==> src/rtl/mul_arb_pkg.sv <==
// Shared types and widths for the multiplier arbiter: FSM encoding, datapath
// widths and the watchdog counter sizing helper.
package mul_arb_pkg;

  localparam int OP_W  = 32;
  localparam int RES_W = 64;

  typedef enum logic [1:0] {
    ST_IDLE  = 2'd0,
    ST_ISSUE = 2'd1,
    ST_WAIT  = 2'd2,
    ST_RESP  = 2'd3
  } state_e;

  // Counter must be able to hold the value TIMEOUT itself.
  function automatic int cnt_width(input int timeout);
    int w;
    w = $clog2(timeout + 1);
    return (w < 1) ? 1 : w;
  endfunction

  function automatic int idx_width(input int n);
    return (n < 2) ? 1 : $clog2(n);
  endfunction

endpackage

==> src/rtl/mul_arbiter_rr_picker.sv <==
// Combinational round-robin picker: first set request at or after ptr,
// wrapping around, returned as one-hot grant plus binary index.
module rr_picker
  import mul_arb_pkg::*;
#(
  parameter int N     = 2,
  parameter int IDX_W = idx_width(N)
) (
  input  logic [N-1:0]     req,
  input  logic [IDX_W-1:0] ptr,
  output logic [N-1:0]     grant,
  output logic [IDX_W-1:0] idx,
  output logic             any
);

  always_comb begin
    int   c;
    logic found;
    grant = '0;
    idx   = '0;
    any   = |req;
    found = 1'b0;
    c     = 0;
    for (int k = 0; k < N; k++) begin
      c = int'(ptr) + k;
      if (c >= N) c = c - N;
      if (!found && req[c]) begin
        found    = 1'b1;
        grant[c] = 1'b1;
        idx      = IDX_W'(c);
      end
    end
  end

endmodule

==> src/rtl/mul_arbiter.sv <==
// Shares one multi-cycle multiplier between NUM_REQ requesters: round-robin
// accept, single-cycle start pulse, wait for finish (with watchdog), respond.
module mul_arbiter
  import mul_arb_pkg::*;
#(
  parameter int NUM_REQ = 2,
  parameter int TIMEOUT = 255
) (
  input  logic                    clk,
  input  logic                    rst,
  input  logic [NUM_REQ-1:0]      req_valid,
  output logic [NUM_REQ-1:0]      req_ready,
  input  logic [OP_W*NUM_REQ-1:0] req_a,
  input  logic [OP_W*NUM_REQ-1:0] req_b,
  input  logic [NUM_REQ-1:0]      req_signed,
  output logic [NUM_REQ-1:0]      resp_valid,
  input  logic [NUM_REQ-1:0]      resp_ready,
  output logic [RES_W-1:0]        resp_res,
  output logic                    resp_err,
  output logic                    mul_start,
  output logic [OP_W-1:0]         mul_a,
  output logic [OP_W-1:0]         mul_b,
  output logic                    mul_signed,
  input  logic [RES_W-1:0]        mul_res,
  input  logic                    mul_finish,
  output logic [1:0]              dbg_state
);

  // Handshakes: a transfer happens on a rising edge where valid and ready are
  // both high; req_ready is only ever raised in IDLE and resp_valid only in RESP.
  localparam int IDX_W = idx_width(NUM_REQ);
  localparam int CNT_W = cnt_width(TIMEOUT);

  state_e             state_q, state_d;
  logic [IDX_W-1:0]   rr_ptr_q, rr_ptr_d;
  logic [IDX_W-1:0]   gnt_idx_q, gnt_idx_d;
  logic [CNT_W-1:0]   cnt_q, cnt_d;
  logic [OP_W-1:0]    mul_a_q, mul_a_d;
  logic [OP_W-1:0]    mul_b_q, mul_b_d;
  logic               mul_signed_q, mul_signed_d;
  logic [RES_W-1:0]   resp_res_q, resp_res_d;
  logic               resp_err_q, resp_err_d;

  logic [NUM_REQ-1:0] pick_grant;
  logic [IDX_W-1:0]   pick_idx;
  logic               pick_any;

  rr_picker #(.N(NUM_REQ), .IDX_W(IDX_W)) u_picker (
    .req   (req_valid),
    .ptr   (rr_ptr_q),
    .grant (pick_grant),
    .idx   (pick_idx),
    .any   (pick_any)
  );

  always_comb begin
    state_d      = state_q;
    rr_ptr_d     = rr_ptr_q;
    gnt_idx_d    = gnt_idx_q;
    cnt_d        = cnt_q;
    mul_a_d      = mul_a_q;
    mul_b_d      = mul_b_q;
    mul_signed_d = mul_signed_q;
    resp_res_d   = resp_res_q;
    resp_err_d   = resp_err_q;
    case (state_q)
      ST_IDLE: begin
        if (pick_any) begin
          mul_a_d      = req_a[pick_idx*OP_W +: OP_W];
          mul_b_d      = req_b[pick_idx*OP_W +: OP_W];
          mul_signed_d = req_signed[pick_idx];
          gnt_idx_d    = pick_idx;
          rr_ptr_d     = (pick_idx == IDX_W'(NUM_REQ - 1)) ? '0 : pick_idx + 1'b1;
          state_d      = ST_ISSUE;
        end
      end
      ST_ISSUE: begin
        cnt_d   = '0;
        state_d = ST_WAIT;
      end
      ST_WAIT: begin
        // A finish in the same cycle as the timeout still counts as success.
        if (mul_finish) begin
          resp_res_d = mul_res;
          resp_err_d = 1'b0;
          state_d    = ST_RESP;
        end else if (cnt_q == CNT_W'(TIMEOUT)) begin
          resp_res_d = '0;
          resp_err_d = 1'b1;
          state_d    = ST_RESP;
        end else begin
          cnt_d = cnt_q + 1'b1;
        end
      end
      ST_RESP: begin
        if (resp_ready[gnt_idx_q]) state_d = ST_IDLE;
      end
      default: state_d = ST_IDLE;
    endcase
  end

  always_ff @(posedge clk or negedge rst) begin
    if (!rst) begin
      state_q      <= ST_IDLE;
      rr_ptr_q     <= '0;
      gnt_idx_q    <= '0;
      cnt_q        <= '0;
      mul_a_q      <= '0;
      mul_b_q      <= '0;
      mul_signed_q <= 1'b0;
      resp_res_q   <= '0;
      resp_err_q   <= 1'b0;
    end else begin
      state_q      <= state_d;
      rr_ptr_q     <= rr_ptr_d;
      gnt_idx_q    <= gnt_idx_d;
      cnt_q        <= cnt_d;
      mul_a_q      <= mul_a_d;
      mul_b_q      <= mul_b_d;
      mul_signed_q <= mul_signed_d;
      resp_res_q   <= resp_res_d;
      resp_err_q   <= resp_err_d;
    end
  end

  assign req_ready  = (state_q == ST_IDLE) ? pick_grant : '0;
  assign resp_valid = (state_q == ST_RESP) ? (NUM_REQ'(1) << gnt_idx_q) : '0;
  assign mul_start  = (state_q == ST_ISSUE);
  assign mul_a      = mul_a_q;
  assign mul_b      = mul_b_q;
  assign mul_signed = mul_signed_q;
  assign resp_res   = resp_res_q;
  assign resp_err   = resp_err_q;
  assign dbg_state  = state_q;

endmodule

==> config.mk <==
export PLATFORM = sky130hd
export DESIGN_NAME = mul_arbiter
export DESIGN_NICKNAME = d
export VERILOG_FILES = /design/src/rtl/mul_arb_pkg.sv /design/src/rtl/mul_arbiter_rr_picker.sv /design/src/rtl/mul_arbiter.sv
export SDC_FILE = /design/constraint.sdc
export NUM_CORES = 1
export LEC_CHECK = 0
export ABC_AREA = 1
export CORE_MARGIN = 10
export CORE_UTILIZATION = 43
export CTS_CLUSTER_DIAMETER = 150
export DETAILED_ROUTE_END_ITERATION = 8
export HOLD_SLACK_MARGIN = 0.03
export PLACE_DENSITY_LB_ADDON = 0.2
export SETUP_SLACK_MARGIN = 0.5
export SLEW_MARGIN = 20
export SYNTH_ARGS = -nofsm -noshare
export SYNTH_HDL_FRONTEND = slang
export SYNTH_SLANG_ARGS = --single-unit
export TNS_END_PERCENT = 10
==> constraint.sdc <==
create_clock -name clk -period 2.5 [get_ports clk]
set_clock_uncertainty 0.15 [all_clocks]
set_input_delay 0.5 -clock clk [delete_from_list [all_inputs] [get_ports clk]]
set_output_delay 0.5 -clock clk [all_outputs]
set_load 0.02 [all_outputs]
==> metrics.md, run 1 <==
| Metric | Value |
|---|---|
| Worst setup margin | between 400 and 500 ps |
| Critical path capture point | req_ready[1] |
| Initial DRT Pass Iterations | 5 |
| Max_cap viols | 0 |
| Final wirelength | around 24 mm |
| Drt wl/cell | 18.9 um |
| Synth Register Bits | roughly 140 |
| R2R cell count | 8 |
| Worst-Skew Late Latency | 410 ps |
| Worst rel slew slack | 0.506 |
| H-tree depth | 4 |
| Total Routing Usage GR | 0.230 |
| Fin. max-slew vios | 0 |
| Worst setup path class | reg -> out |
| R2R Path End | mul_a[31] |
| CTS Root Cell | clkbuf_16 |
| Dpl hpwl | 17.4 mm |
| Die height | roughly 140 um |
| Cell Chain, Critical Path | inv_2 -> ha_4 -> buf_4 -> inv_2 -> nor2_4 -> buf_6 |
| Yosys warnings | 0 |
| # nets final | roughly 1.3k |
| Routed Antenna Nets | 0 |
| Delay-heaviest family, CP | flip-flops |
| CP endpoint kind | output pin |
| Die area | 20100 sq um |
| FF-to-FF Start | dbg_state[0] |
| Vias in the first global route | 6356 |
| Fmax | approximately 480 MHz |
| Clock Tree Buf Depth | 2 |
| DR vias | 6381 |
| Starting Density | 0.438 |
| Cells after Synth | 747 |
| DP Worst Slack | -113 ps |
| Worst min-delay path class | reg -> reg |
| Largest net degree at the start of global routing | 67 |
| Setup violators final | 0 |
| Post-synthesis sequential area ratio | 0.559 |
| Sum of buffers and inverters on the critical path | 4 |
| Gp weighted congestion | 0.860 |
| Syn Std Cell Area | 6360 sq um |
| Slowest-stage cell, CP | dfrtp_1 |
| RSZ-0062 raised after global routing | yes |
| Die Span X | 142 um |
| Crit path top cell by count | inv_2 |
| Power density over cell area | 1230 nW/um^2 |
| CP startpoint | dbg_state[0] |
| Grt total ovfl | 0 |
| Critical path arrival | 1440 ps |
| Site Rows | 44 |
| WP depth | 6 |
| Worst vdd ir | approximately 680 uV |
| Core Util, Final | 0.720 |
| Fin crit period | 2090 ps |
| Hold slack | 344 ps |
| CP max FO | 4 |
| Core ar. | 14500 sq um |
| Hold Crit Depth | 2 |
| Worst setup SP type | register |
| Period utilization | 0.835 |
| I/O pin count | roughly 340 |
| Slowest stage delay, CP | between 400 and 500 ps |
| Reg2Reg Setup Slack | 490 ps |
| 1st-iter DRT viols | 431 |
| PortBufs | 337 |
| DRC Markers | 0 |
| Vias per cell | 5.04 |
| CTS Sinks | 142 |
| Share of layout cells above drive strength 1 | 0.0795 |
| Final hold violations | 0 |
| Ant diodes | 0 |
| Slew @ Worst Pin | 741 ps |
| Worst EP required | between 1500 and 2000 ps |
| First-pass GRT wire length | 36.4 mm |
| Synthesized net count | 953 |
| Clock Pin Slew Worst Setup and Hold Paths | around 60 ps |
| Area Growth Syn to Fin | 64.6% |
| TritonCTS Buffers | 17 |
| CTS tree | built |
| Pleak | 0.00482 uW |
| Synth cell types | 22 |
| Post-synthesis average cell area | 8.52 sq um |
| Outcome | finished, final reports clean |
| Initial antenna violation count | 0 |
-- timing repair --
action                     CTS  global route
gates cloned                 1             0
resized for setup           39             6
buffers inserted             2             2
setup endpoints to repair  211           261
hold endpoints to repair    45             0
pin swaps                    2             1
hold buffers                 1             0
-- cell usage after synthesis, drive strengths merged --
library cell    n  area [sq um]
nand3b          1          7.51
a31o            1          8.76
a21oi           2          10.0
o21bai          2          15.0
nand3         205          1140
o21ai          10          50.1
nor3            1          5.00
clkbuf         12          45.0
dfrtp         142          3550
inv            15          56.3
buf            39           228
nor2           12          55.1
ha              5          62.6
nand2         300          1130
-- sequential cells by signal, indices dropped and copies added, names as in the netlist, 2 cells and up --
signal and count:
mul_a 32, dbg_state 2, mul_b 32, resp_res 64, cnt_q 8
-- cell usage in the layout (no fill, tap or decap), types with 4 or more instances in the layout --
cell type and n:
clkbuf_1 6, inv_2 4, dlygate4sd2_1 10, clkinv_2 5
nor2_1 10, nand3_2 21, nand2_1 293, dfrtp_1 142
o21ai_0 10, nand3_1 183, buf_4 13, inv_1 10
clkdlybuf4s50_1 321, nand2_2 7, clkbuf_16 17, buf_12 4
-- worst min-delay path by stage --
stage                  from            to  slack (ps)
2_1_floorplan           rst      cnt_q[0]          50
3_3_place_gp            rst  resp_res[13]         320
4_1_cts        resp_res[58]  resp_res[58]         350
5_1_grt        resp_res[54]  resp_res[54]         370
3_5_place_dp            rst  resp_res[13]         320
6_report       resp_res[30]  resp_res[30]         340
-- per-stage QoR --
| stage | instance area (sq um) | cells | TNS (ps) | power, uW |
|---|---|---|---|---|
| after floorplan | 6360 | 747 | 0 | 7290 |
| after global placement | 9840 | 1228 | -104 | 10400 |
| after detailed placement | 9840 | 1228 | -124 | 10500 |
| after CTS | 10400 | 1264 | 0 | 12900 |
| after global routing | 10500 | 1266 | 0 | 13700 |
| final | 10500 | 1266 | 0 | 12900 |
-- area by class of cell --
type                            instances  area (sq um)
Sequential cell                       142          3550
Multi-Input combinational cell        539          2520
Clock inverter                          7          62.6
Fill cell                            1185          4070
Clock buffer                           25           475
Tap cell                              184           230
Inverter                               15          60.1
Timing Repair Buffer                  354          3560
-- routing by layer --
layer | global-route usage | routed length (um) | vias to the layer above
li1 | - | - | 3070
met1 | 0.258 | 9060 | 2993
met2 | 0.387 | 11700 | 278
met3 | 0.0905 | 2500 | 40
met4 | 0.0855 | 730 | 0
met5 | 0 | 0 | -
-- cells by family after synthesis --
group                    synth area share
buffers and inverters              0.0517
AO/OA/AOI/OAI                      0.0132
adder cells (fa/ha/maj)           0.00983
AND/OR/NAND/NOR                     0.367
flip-flops                          0.559
-- worst reg2reg max path: cells and delay by family (launching register included) --
family | cells | cell delay, ps
buf+inv | 4 | 820
simple gates | 3 | 420
flops | 1 | 410
fa+ha+maj | 1 | 150
-- report_power, final --
| group | switching [uW] | internal, uW | leakage, uW |
|---|---|---|---|
| registers | 571 | 3350 | 0.00178 |
| logic | 3640 | 2960 | 0.00278 |
| clock network | 922 | 1410 | 0.000265 |
| total | 5130 | 7720 | 0.00482 |
Power figures use the tool's default switching activity.
==> inputs of run 2 (changes only) <==
- CORE_UTILIZATION: 43 -> 40
- clock period: 2.5 -> 2.1 ns (I/O delays scaled with it)
==> run 2 against run 1 <==
Against the previous run:
- clock-buffer cell count is 5 lower
- flip-flop and latch count did not move
- final cell count up 3.2%
- via count is 0.92% higher
- first-iteration DRC count is 1.6% lower
- wire length is 0.91% higher
- power up 20%
- final area up 0.74%
- non-clock buffer count rose by 8
==> metrics.md, run 2 (synthesis results as in run 1) <==
| Metric | Value |
|---|---|
| Fin crit period | 2010 ps |
| Starting Density | 0.405 |
| HP Start | resp_res[10] |
| Critical path arrival | 1440 ps |
| R2R Path End | dbg_state[1] |
| PortBufs | 337 |
| CTS Root Cell | clkbuf_16 |
| Largest net degree at the start of global routing | 67 |
| Clock Pin Slew Worst Setup and Hold Paths | 60 ps |
| Crit path top cell by count | nand2_2 |
| Outcome | finished, final reports clean |
| Routed Antenna Nets | 0 |
| H-tree depth | 4 |
| Fmax | 497 MHz |
| Commonest non-fill, non-tap cell in the layout | clkdlybuf4s50_1 |
| Pleak | 0.00488 uW |
| # nets final | between 1k and 1.5k |
| FF-to-FF Start | dbg_state[0] |
| Slowest-stage cell, CP | dfrtp_2 |
| Share of layout cells above drive strength 1 | 0.114 |
| RSZ-0062 raised after global routing | yes |
| Largest register FFs | 64 |
| Initial antenna violation count | 0 |
| Fin. max-slew vios | 0 |
| Worst setup margin | 86.4 ps |
| Worst-Skew Late Latency | around 420 ps |
| Gp weighted congestion | ~0.86 |
| Clock Tree Buf Depth | 2 |
| Die Span X | around 150 um |
| Hold Crit Depth | 2 |
| CTS tree | built |
| CP max FO | 3 |
| R2R cell count | 13 |
| Period utilization | 0.959 |
| Worst min-delay path class | reg -> reg |
| Worst setup SP type | register |
| CTS Sinks | 142 |
| Dpl hpwl | between 15 and 20 mm |
| Hold EP | resp_res[10] |
| Worst setup path class | reg -> out |
| Site Rows | 46 |
| Power Total | around 15000 uW |
| Area Growth Syn to Fin | 65.8% |
| Worst EP required | 1530 ps |
| Drt wl/cell | 18.5 um |
| I/O pin count | between 300 and 400 |
| Power density over cell area | 1470 nW/um^2 |
| Slew @ Worst Pin | 737 ps |
| Setup violators final | 0 |
| DP Worst Slack | -355 ps |
| Most frequent cells in the layout | clkdlybuf4s50_1 (303), nand2_1 (294), nand3_1 (183), dfrtp_1 (140), nand3_2 (22) |
| Die height | 146 um |
| DR vias | 6440 |
| Reg2Reg Setup Slack | roughly 190 ps |
| 1st-iter DRT viols | 424 |
| DRC Markers | 0 |
| Vias in the first global route | 6465 |
| Fillcell total | 1277 |
| Initial DRT Pass Iterations | 5 |
| Final wirelength | 24.2 mm |
| Cell Chain, Critical Path | inv_2 -> ha_4 -> nand2_2 -> nand2_2 -> nand2_2 -> inv_2 -> buf_6 |
| Slowest stage delay, CP | about 400 ps |
| CP endpoint kind | output pin |
| Register area | 3560 sq um |
| First-pass GRT wire length | 37.7 mm |
| Die area | 21300 sq um |
| Ant diodes | 0 |
| Total Routing Usage GR | 0.223 |
| Grt total ovfl | 0 |
| Final hold violations | 0 |
| Hold slack | 344 ps |
| Worst rel slew slack | 0.508 |
| Setup TNS | 0 ps |
| Core ar. | 15700 sq um |
| Max_cap viols | 0 |
| Vias per cell | approximately 4.9 |
| Area of the multi-input gates | 2510 sq um |
| TritonCTS Buffers | 17 |
| Non-Filler Instances | about 1.3k |
| Worst vdd ir | 819 uV |
| Placed Instances | 1266 |
run 2: cell types whose count changed in the layout (fill, tap and decap cells not counted), moves of 3 or more:
cell	delta
buf_2	+21
clkdlybuf4s50_1	-18
clkbuf_1	-6
buf_6	+4
dlygate4sd2_1	-4
buf_4	+3
clkbuf_8	+3
clkinv_2	-3
run 2: area by class of cell:
type / instances / share of cell area
clock buffer: 20 / 0.0443
sequential: 142 / 0.337
inverter: 15 / 0.00534
tap: 216 / 0.0256
clock inverter: 12 / 0.0128
multi-input combinational: 539 / 0.238
timing repair buffer: 362 / 0.336
run 2: how the worst max path moves through the flow:
stage                      start  cells after the start  slack, ps           end
CTS                 dbg_state[0]                      7        100  req_ready[0]
finish              dbg_state[1]                      7         90  req_ready[0]
detailed placement  req_valid[0]                      6       -350  req_ready[0]
global route        dbg_state[1]                      7         20  req_ready[0]
global placement    req_valid[0]                      6       -350  req_ready[0]
floorplan           dbg_state[1]                      7        450  req_ready[0]
run 2: timing repair:
action                                  CTS  global route
endpoints found under the setup margin  276           261
hold buffers                              1             0
pin swaps                                 2             2
buffers inserted                          6             1
endpoints found under the hold margin    40             0
resized for setup                       135             5
gates cloned                              0             0
run 2: power by group:
| group | switching (uW) | total (uW) | internal [uW] |
|---|---|---|---|
| clock network | 1200 | 3050 | 1850 |
| logic | 4350 | 7770 | 3420 |
| registers | 670 | 4660 | 3990 |
| total | 6220 | 15500 | 9260 |
run 2: worst max-delay path, delay by kind of cell (launching register included):
family / cells / cell delay (ps)
buffers and inverters: 3 / 270
and+or+nand+nor: 3 / 200
DFF: 1 / 400
adders and majority gates: 1 / 150
run 2: layer usage:
metal,GRT usage,share of wire,wire length [um]
met5,0,0,0
met2,0.352,0.47,11300
met1,0.262,0.39,9460
met4,0.104,0.039,950
met3,0.0856,0.10,2490
run 2: stage by stage:
| step | cell area, sq um | utilization |
|---|---|---|
| detailed placement | 9960 | 0.634 |
| global placement | 9960 | 0.634 |
| floorplan | 6410 | - |
| global route | 10500 | 0.671 |
| finish | 10500 | 0.671 |
| CTS | 10500 | 0.670 |
